==> src/rtl/regfile_mp_async_rst.sv <==
// regfile_mp_async_rst
// Parametrised multi-port register file with registered read ports, fixed
// priority write ports, a write-collision pulse and a sticky out-of-range flag.
// An optional hardwired-zero register 0 is selected with ZERO_REG.
//
// Optional feature macro: REGFILE_BYPASS_EN
//   defined   : a read that hits an address being written on the same edge
//               returns the new data from the highest-priority writer
//   undefined : such a read returns the old register contents and the storage
//               has no forwarding mux
//
// All address and data buses are flat packed vectors:
//   port p address at [p*AW +: AW], port p data at [p*DATA_W +: DATA_W].
module regfile_mp_async_rst #(
    parameter int              DATA_W    = 32,
    parameter int              DEPTH     = 32,
    parameter int              NUM_RD    = 2,
    parameter int              NUM_WR    = 2,
    parameter int              ZERO_REG  = 0,
    parameter logic [DATA_W-1:0] RESET_VAL = '0,
    localparam int             AW        = $clog2(DEPTH)
) (
    input  logic                     clk,
    input  logic                     rst_n,
    input  logic [NUM_RD-1:0]        rd_en,
    input  logic [NUM_RD*AW-1:0]     rd_addr,
    output logic [NUM_RD*DATA_W-1:0] rd_data,
    output logic [NUM_RD-1:0]        rd_valid,
    input  logic [NUM_WR-1:0]        wr_en,
    input  logic [NUM_WR*AW-1:0]     wr_addr,
    input  logic [NUM_WR*DATA_W-1:0] wr_data,
    output logic                     wr_collision,
    output logic                     addr_err
);

    // DEPTH need not be a power of two, so an AW-bit address can point past
    // the last register; such accesses are dropped (writes) or read as zero.
    function automatic logic in_range(input logic [AW-1:0] a);
        return (32'(a) < 32'(DEPTH));
    endfunction

    // Register 0 is hardwired to zero only when ZERO_REG is set.
    function automatic logic is_masked(input logic [AW-1:0] a);
        return (ZERO_REG != 0) && (a == '0);
    endfunction

    logic [DATA_W-1:0] mem [DEPTH];

    logic [NUM_WR-1:0] wr_ok;
    logic [NUM_WR-1:0] wr_oor;
    logic [NUM_RD-1:0] rd_oor;
    logic [DATA_W-1:0] rd_value [NUM_RD];
    logic              collision_d;
    logic              err_d;

    // Qualify each write port: it commits only when enabled, in range and not
    // aimed at the hardwired-zero register.
    always_comb begin
        wr_ok  = '0;
        wr_oor = '0;
        for (int p = 0; p < NUM_WR; p++) begin
            wr_oor[p] = wr_en[p] && !in_range(wr_addr[p*AW +: AW]);
            wr_ok[p]  = wr_en[p] && in_range(wr_addr[p*AW +: AW])
                        && !is_masked(wr_addr[p*AW +: AW]);
        end
    end

    // Any two enabled writers on the same address count as a collision, even
    // when the target is masked or out of range and nothing gets written.
    always_comb begin
        collision_d = 1'b0;
        for (int p = 0; p < NUM_WR; p++) begin
            for (int q = p + 1; q < NUM_WR; q++) begin
                if (wr_en[p] && wr_en[q] &&
                    (wr_addr[p*AW +: AW] == wr_addr[q*AW +: AW])) begin
                    collision_d = 1'b1;
                end
            end
        end
    end

    // Read data selection per port: zero for masked or out-of-range addresses,
    // otherwise the stored word (optionally overridden by a same-edge write).
    always_comb begin
        rd_oor = '0;
        for (int r = 0; r < NUM_RD; r++) begin
            rd_value[r] = '0;
            rd_oor[r]   = rd_en[r] && !in_range(rd_addr[r*AW +: AW]);
            if (in_range(rd_addr[r*AW +: AW]) && !is_masked(rd_addr[r*AW +: AW])) begin
                rd_value[r] = mem[rd_addr[r*AW +: AW]];
`ifdef REGFILE_BYPASS_EN
                // Ascending scan so the highest-indexed matching writer wins,
                // matching the priority used when the storage is updated.
                for (int w = 0; w < NUM_WR; w++) begin
                    if (wr_ok[w] && (wr_addr[w*AW +: AW] == rd_addr[r*AW +: AW])) begin
                        rd_value[r] = wr_data[w*DATA_W +: DATA_W];
                    end
                end
`endif
            end
        end
    end

    assign err_d = (|wr_oor) || (|rd_oor);

    // Storage array: reset to RESET_VAL (register 0 to zero when masked);
    // later non-blocking writes override earlier ones, so the highest port wins.
    always_ff @(posedge clk or negedge rst_n) begin
        if (!rst_n) begin
            for (int i = 0; i < DEPTH; i++) begin
                mem[i] <= ((ZERO_REG != 0) && (i == 0)) ? '0 : RESET_VAL;
            end
        end else begin
            for (int p = 0; p < NUM_WR; p++) begin
                if (wr_ok[p]) begin
                    mem[wr_addr[p*AW +: AW]] <= wr_data[p*DATA_W +: DATA_W];
                end
            end
        end
    end

    // Registered read ports: valid follows the request by one cycle and the
    // data register holds its last value while the port is idle.
    always_ff @(posedge clk or negedge rst_n) begin
        if (!rst_n) begin
            rd_data  <= '0;
            rd_valid <= '0;
        end else begin
            for (int r = 0; r < NUM_RD; r++) begin
                rd_valid[r] <= rd_en[r];
                if (rd_en[r]) begin
                    rd_data[r*DATA_W +: DATA_W] <= rd_value[r];
                end
            end
        end
    end

    // One-cycle collision pulse for the edge on which writers clashed.
    always_ff @(posedge clk or negedge rst_n) begin
        if (!rst_n) begin
            wr_collision <= 1'b0;
        end else begin
            wr_collision <= collision_d;
        end
    end

    // Sticky address error: only a reset clears it.
    always_ff @(posedge clk or negedge rst_n) begin
        if (!rst_n) begin
            addr_err <= 1'b0;
        end else if (err_d) begin
            addr_err <= 1'b1;
        end
    end

endmodule

==> config.mk <==
export PLATFORM = sky130hd
export DESIGN_NAME = regfile_mp_async_rst
export DESIGN_NICKNAME = d
export VERILOG_FILES = /design/src/rtl/regfile_mp_async_rst.sv
export SDC_FILE = /design/constraint.sdc
export NUM_CORES = 2
export LEC_CHECK = 0
export CAP_MARGIN = 20
export CORE_ASPECT_RATIO = 0.5
export CORE_MARGIN = 2
export CORE_UTILIZATION = 25
export CTS_CLUSTER_DIAMETER = 50
export DETAILED_ROUTE_END_ITERATION = 8
export PLACE_DENSITY_LB_ADDON = 0.05
export SLEW_MARGIN = 0
export SYNTH_ARGS = -nofsm -noshare
export SYNTH_HDL_FRONTEND = slang
export SYNTH_SLANG_ARGS = --single-unit
==> constraint.sdc <==
create_clock -name clk -period 1.3 [get_ports clk]
set_input_delay 0.26 -clock clk [delete_from_list [all_inputs] [get_ports clk]]
set_output_delay 0.26 -clock clk [all_outputs]
set_load 0.1 [all_outputs]
After elaboration in Yosys (flattened, before gate mapping)
Index checks and enable logic that the tools add are counted.
{ "word_totals": {"inputBits": 90, "latchBits": 0, "register_bits": 1091, "n_memories": 0, "mem_bits_rw": 0, "mem_bits_ro": 0, "word_cells": 66} }
{ "op_classes": {"order_cmp": 6, "n_mux": 15, "mul": 0, "bitwise_logic": 4, "n_addsub": 0, "n_eq_ne": 1, "n_reduce_logical": 4, "n_div": 0, "shifts": 0} }
{ "op_table": {"columns": ["cell", "count"], "rows": [
  ["bitwise mux 1024 bit", 2],
  ["two-way mux 1024 bit", 2],
  ["binary-select mux 32 bit (select 5 bit)", 2],
  ["demux 32 bit (select 5 bit)", 2],
  ["two-way mux 32 bit", 6],
  ["greater-or-equal comparator 6 bit, second input constant", 4],
  ["NOT 5 -> 6 bit", 4],
  ["less-than comparator 6 x 1 -> 1 bit, second input constant", 2],
  ["== test 5 bit", 1],
  ["logical AND 1 bit", 4],
  ["two-way mux 1 bit", 1]
]} }

Depth between registers and ports, before layout
{ "depth": {"depth_word": 9, "mapped_depth": 8, "depth_no_buf": 5} }

Least setup slack after synthesis
Ideal clock, no wire load.
{ "synth_path": {"kind": "input port to flip-flop", "from": "input port wr_addr[0]", "to": "register mem[100] (netlist name)", "arrival_time_ps": 1538, "slack_ps": -375, "cell_stages": 7, "path_cell_list": "buf_2 -> or3b_1 -> buf_6 -> nor2_8 -> buf_12 -> mux2i_1 -> a21oi_1"} }
{ "synth_between": {"elab_chain_len": 9} }
{ "synth_rtl": {"columns": ["item", "line_no", "text"], "rows": [
  ["start: declaration", "30", "input logic [NUM_WR*AW-1:0] wr_addr,"],
  ["NOT 5 -> 6 bit (implied by the code) (*)", "116", "mem[wr_addr[p*AW +: AW]] <= wr_data[p*DATA_W +: DATA_W];"],
  ["greater-or-equal comparator 6 bit (implied by the code) / less-than comparator 6 x 1 -> 1 bit (equally long branches)", "116", null],
  ["logical AND 1 bit (implied by the code)", "116", null],
  ["two-way mux 32 bit (implied by the code)", "116", null],
  ["demux 32 bit (select 5 bit) (*)", "116", null],
  ["bitwise mux 1024 bit (*)", "116", null],
  ["two-way mux 1024 bit (*)", "115", "if (wr_ok[p]) begin"],
  ["bitwise mux 1024 bit", "116", null],
  ["two-way mux 1024 bit (*)", "115", null],
  ["end signal: indexed assignment", "111", "mem[i] <= ((ZERO_REG != 0) && (i == 0)) ? '0 : RESET_VAL;"],
  ["end signal: indexed assignment", "116", null],
  ["end: declaration", "47", "logic [DATA_W-1:0] mem [DEPTH];"]
]} }
Mark *: on every way between the ends. The rest lies on a longest branch, timed or not.
A chain may end at the register's enable or synchronous reset.

Worst setup path in the final report
{ "layout_path": {"from": "register rd_data[18]", "to": "output port rd_data[18]"} }
{ "layout_rtl": {"columns": ["item", "line_no", "text"], "rows": [
  ["start: declaration", "27", "output logic [NUM_RD*DATA_W-1:0] rd_data,"],
  ["start signal: indexed assignment", "132", "rd_data[r*DATA_W +: DATA_W] <= rd_value[r];"]
]} }
No word-level cell between the ends.

==> out/metrics.csv <==
metric;value;unit
Yosys top cell by area;dfrtp_1;
Crit Path Max Fanout;2;
WP data arrival;1620;ps
ys async rst share;100;%
pwr/cell area;1490;nW/um^2
Netlist Area Pre-Place;67800;sq um
min Tclk post-route;1880;ps
initial drt markers;5218;
Reg area;27400;sq um
synth top area cells;dfrtp_1 40%, mux2i_1 30%, a21oi_1 5.7%, a22oi_1 5.7%, nand2_1 3.0%;
Top Ports;158;
cell row count;135;
CTS tree;built;
pre-CTS WS;-1650;ps
CP endpoint kind;output port;
vias per cell;5.24;
Yosys top cell area share;40.2;%
Area Overhead vs Synth;40.8;%
top post-synthesis cells by count;2048 x mux2i_1, 1091 x dfrtp_1, 768 x a21oi_1;
RD Place Congestion;0.871;
share of cells above drive strength 1;29.5;%
input/output buffers;156;
total wire length;384000;microns
maximum clock rate;532;MHz
RSZ-0062 raised after global routing;yes;
footprint of the multi-input gates;39900;sq um
CP Class;reg -> out;
Worst Skew;51.0;ps
Bufs and invs on worst path;1;
starting density of the core;25.1;%
H-tree lvl count;4;
FF+latch count, synth;1091;
largest net degree at the start of global routing;92;
Synth Flop Type;dfrtp_1;
average wire per standard cell;33.1;microns
first-pass GRT wire length;523000;microns
Worst-Margin Slew;637;ps
die height;372;microns
Ys Warns;0;
Mean Syn Cell Area;9.73;sq um
final slew viol count;0;
initial antenna violation count;9;
post-DP HPWL;260000;microns
fill count;26869;
final hold vios;0;
failing checks;setup timing;
Final period util;145;%
CP peak stage delay;540;ps
Crit path required time;1040;ps
unique cell type count in the Yosys netlist;41;
kind of cell adding the most delay to the critical path;flip-flops;
NumNets Final;7955;
CTS clk-pin slew, worst paths;60;ps
Pleak;43.0;nW
grt total ovfl;0;
slowest stage cell, crit path;dfrtp_2;
Total GRT Usage;27.0;%
CP Launch Type;register;
final setup violation count;131;
clk_lat worst skew;850;ps
most common cell in the synthesized netlist;mux2i_1;
root buffer cell;clkbuf_16;
number of synthesized flops with an enable pin;0;
IR drop worst, VDD;0.958;mV
Net Count, Synth;7063;
number of global-route vias before repair;60869;
Final ANT Viol Nets;0;
DIE AREA;276000;sq um
drt drc;0;
Mapped Cells;6973;
clk sinks;1091;
max_cap viols;0;
core area;270000;sq um
drt pass-1 iters;6;
Clock Path Buffers;4;
Relative slew margins;57.6;%
Num CTS Buffers;155;
final worst setup slack;-579;ps
worst-path cell chain;buf_12;
chip width;741;microns
hold crit path type;in -> reg;
DR vias;60819;
post-layout util;35.4;%
status;finished, violations left;
post-synthesis sequential area ratio;40.2;%
WHS;2.56;ps
cell usage in the layout, fill, tap and decap left out, types with 166 or more instances in the layout:
cell / synthesis / final
clkbuf_16: 0 / 166
a22oi_1: 512 / 372
nor2_1: 520 / 517
a21oi_1: 768 / 636
o21ai_0: 404 / 341
buf_4: 101 / 817
nand2_1: 550 / 516
dfrtp_1: 1091 / 1029
mux2i_1: 2048 / 1902
o21ai_1: 108 / 171
buf_12: 3 / 494
path summary, 6_finish.rpt:
check / from / endpoint / slack, ps / depth (start not counted)
min in group asynchronous: rst_n / mem[546] / 210 / 3
max: rd_data[18] / rd_data[18] / -580 / 1
max in group asynchronous: rst_n / mem[358] / 260 / 3
min reg2reg: mem[991] / mem[991] / 580 / 2
min: wr_addr[9] / wr_collision / 3 / 5
max reg2reg: mem[581] / rd_data[37] / -240 / 7
flip-flops by register name, summed over array words and instances, names as in the netlist:
name	count
rd_data	64
rd_valid	2
wr_collision	1
mem	1024
worst min-delay path, delay by kind of cell:
kind	cells	cell delay, ps
xor gates and xnor gates	1	60
and+or+nand+nor	2	140
buffers and inverters	2	320
cells by family (layout without fill, tap and decap cells):
kind of cell	count (synthesis)	in the layout	synth area share, %
AO/OA/AOI/OAI	1792	1792	15.1
XOR/XNOR	5	5	0.0645
buffers and inverters	765	1767	5.75
flip-flops	1091	1091	40.2
multiplexers	2112	2112	31.3
other	1	2	0.00553
AND/OR/NAND/NOR	1207	1207	7.56
power by group:
part	internal [mW]	switching, mW	total (mW)
clock network	27.1	18.5	45.6
logic	21.9	22.9	44.8
registers	43.0	8.51	51.6
total	92.1	49.9	142
cell type report:
| type | count | area share (%) |
|---|---|---|
| Antenna cell | 1 | 0.00262 |
| Timing Repair Buffer | 1500 | 19.4 |
| Tap cell | 3630 | 4.75 |
| Sequential cell | 1091 | 28.7 |
| Multi-Input combinational cell | 5117 | 41.7 |
| Clock inverter | 65 | 0.829 |
| Clock buffer | 202 | 4.65 |
routing by layer:
metal	vias up	GRT usage [%]	routed length (microns)
met5	-	0	13
met4	2	7.18	12300
met2	1978	43.1	170000
met3	500	3.82	19800
li1	27031	-	-
met1	31308	38.3	181000
timing repair:
item,CTS,global route
hold buffers,5,0
endpoints found under the hold margin,1018,0
cloned,14,3
pin swaps,221,204
resized for setup,464,311
setup endpoints to repair,1011,284
setup buffers,66,47
stage by stage:
step / std cells / setup TNS [ps] / area, sq um / power [mW]
4_1_cts: 11563 / -41950 / 93700 / 141
3_3_place_gp: 11236 / -1062460 / 85700 / 91.5
6_report: 11606 / -38630 / 95500 / 142
5_1_grt: 11605 / -44070 / 95500 / 149
2_1_floorplan: 6973 / -218490 / 69000 / 71.7
3_5_place_dp: 11236 / -1072010 / 85700 / 92.1
Power figures use the tool's default switching activity.
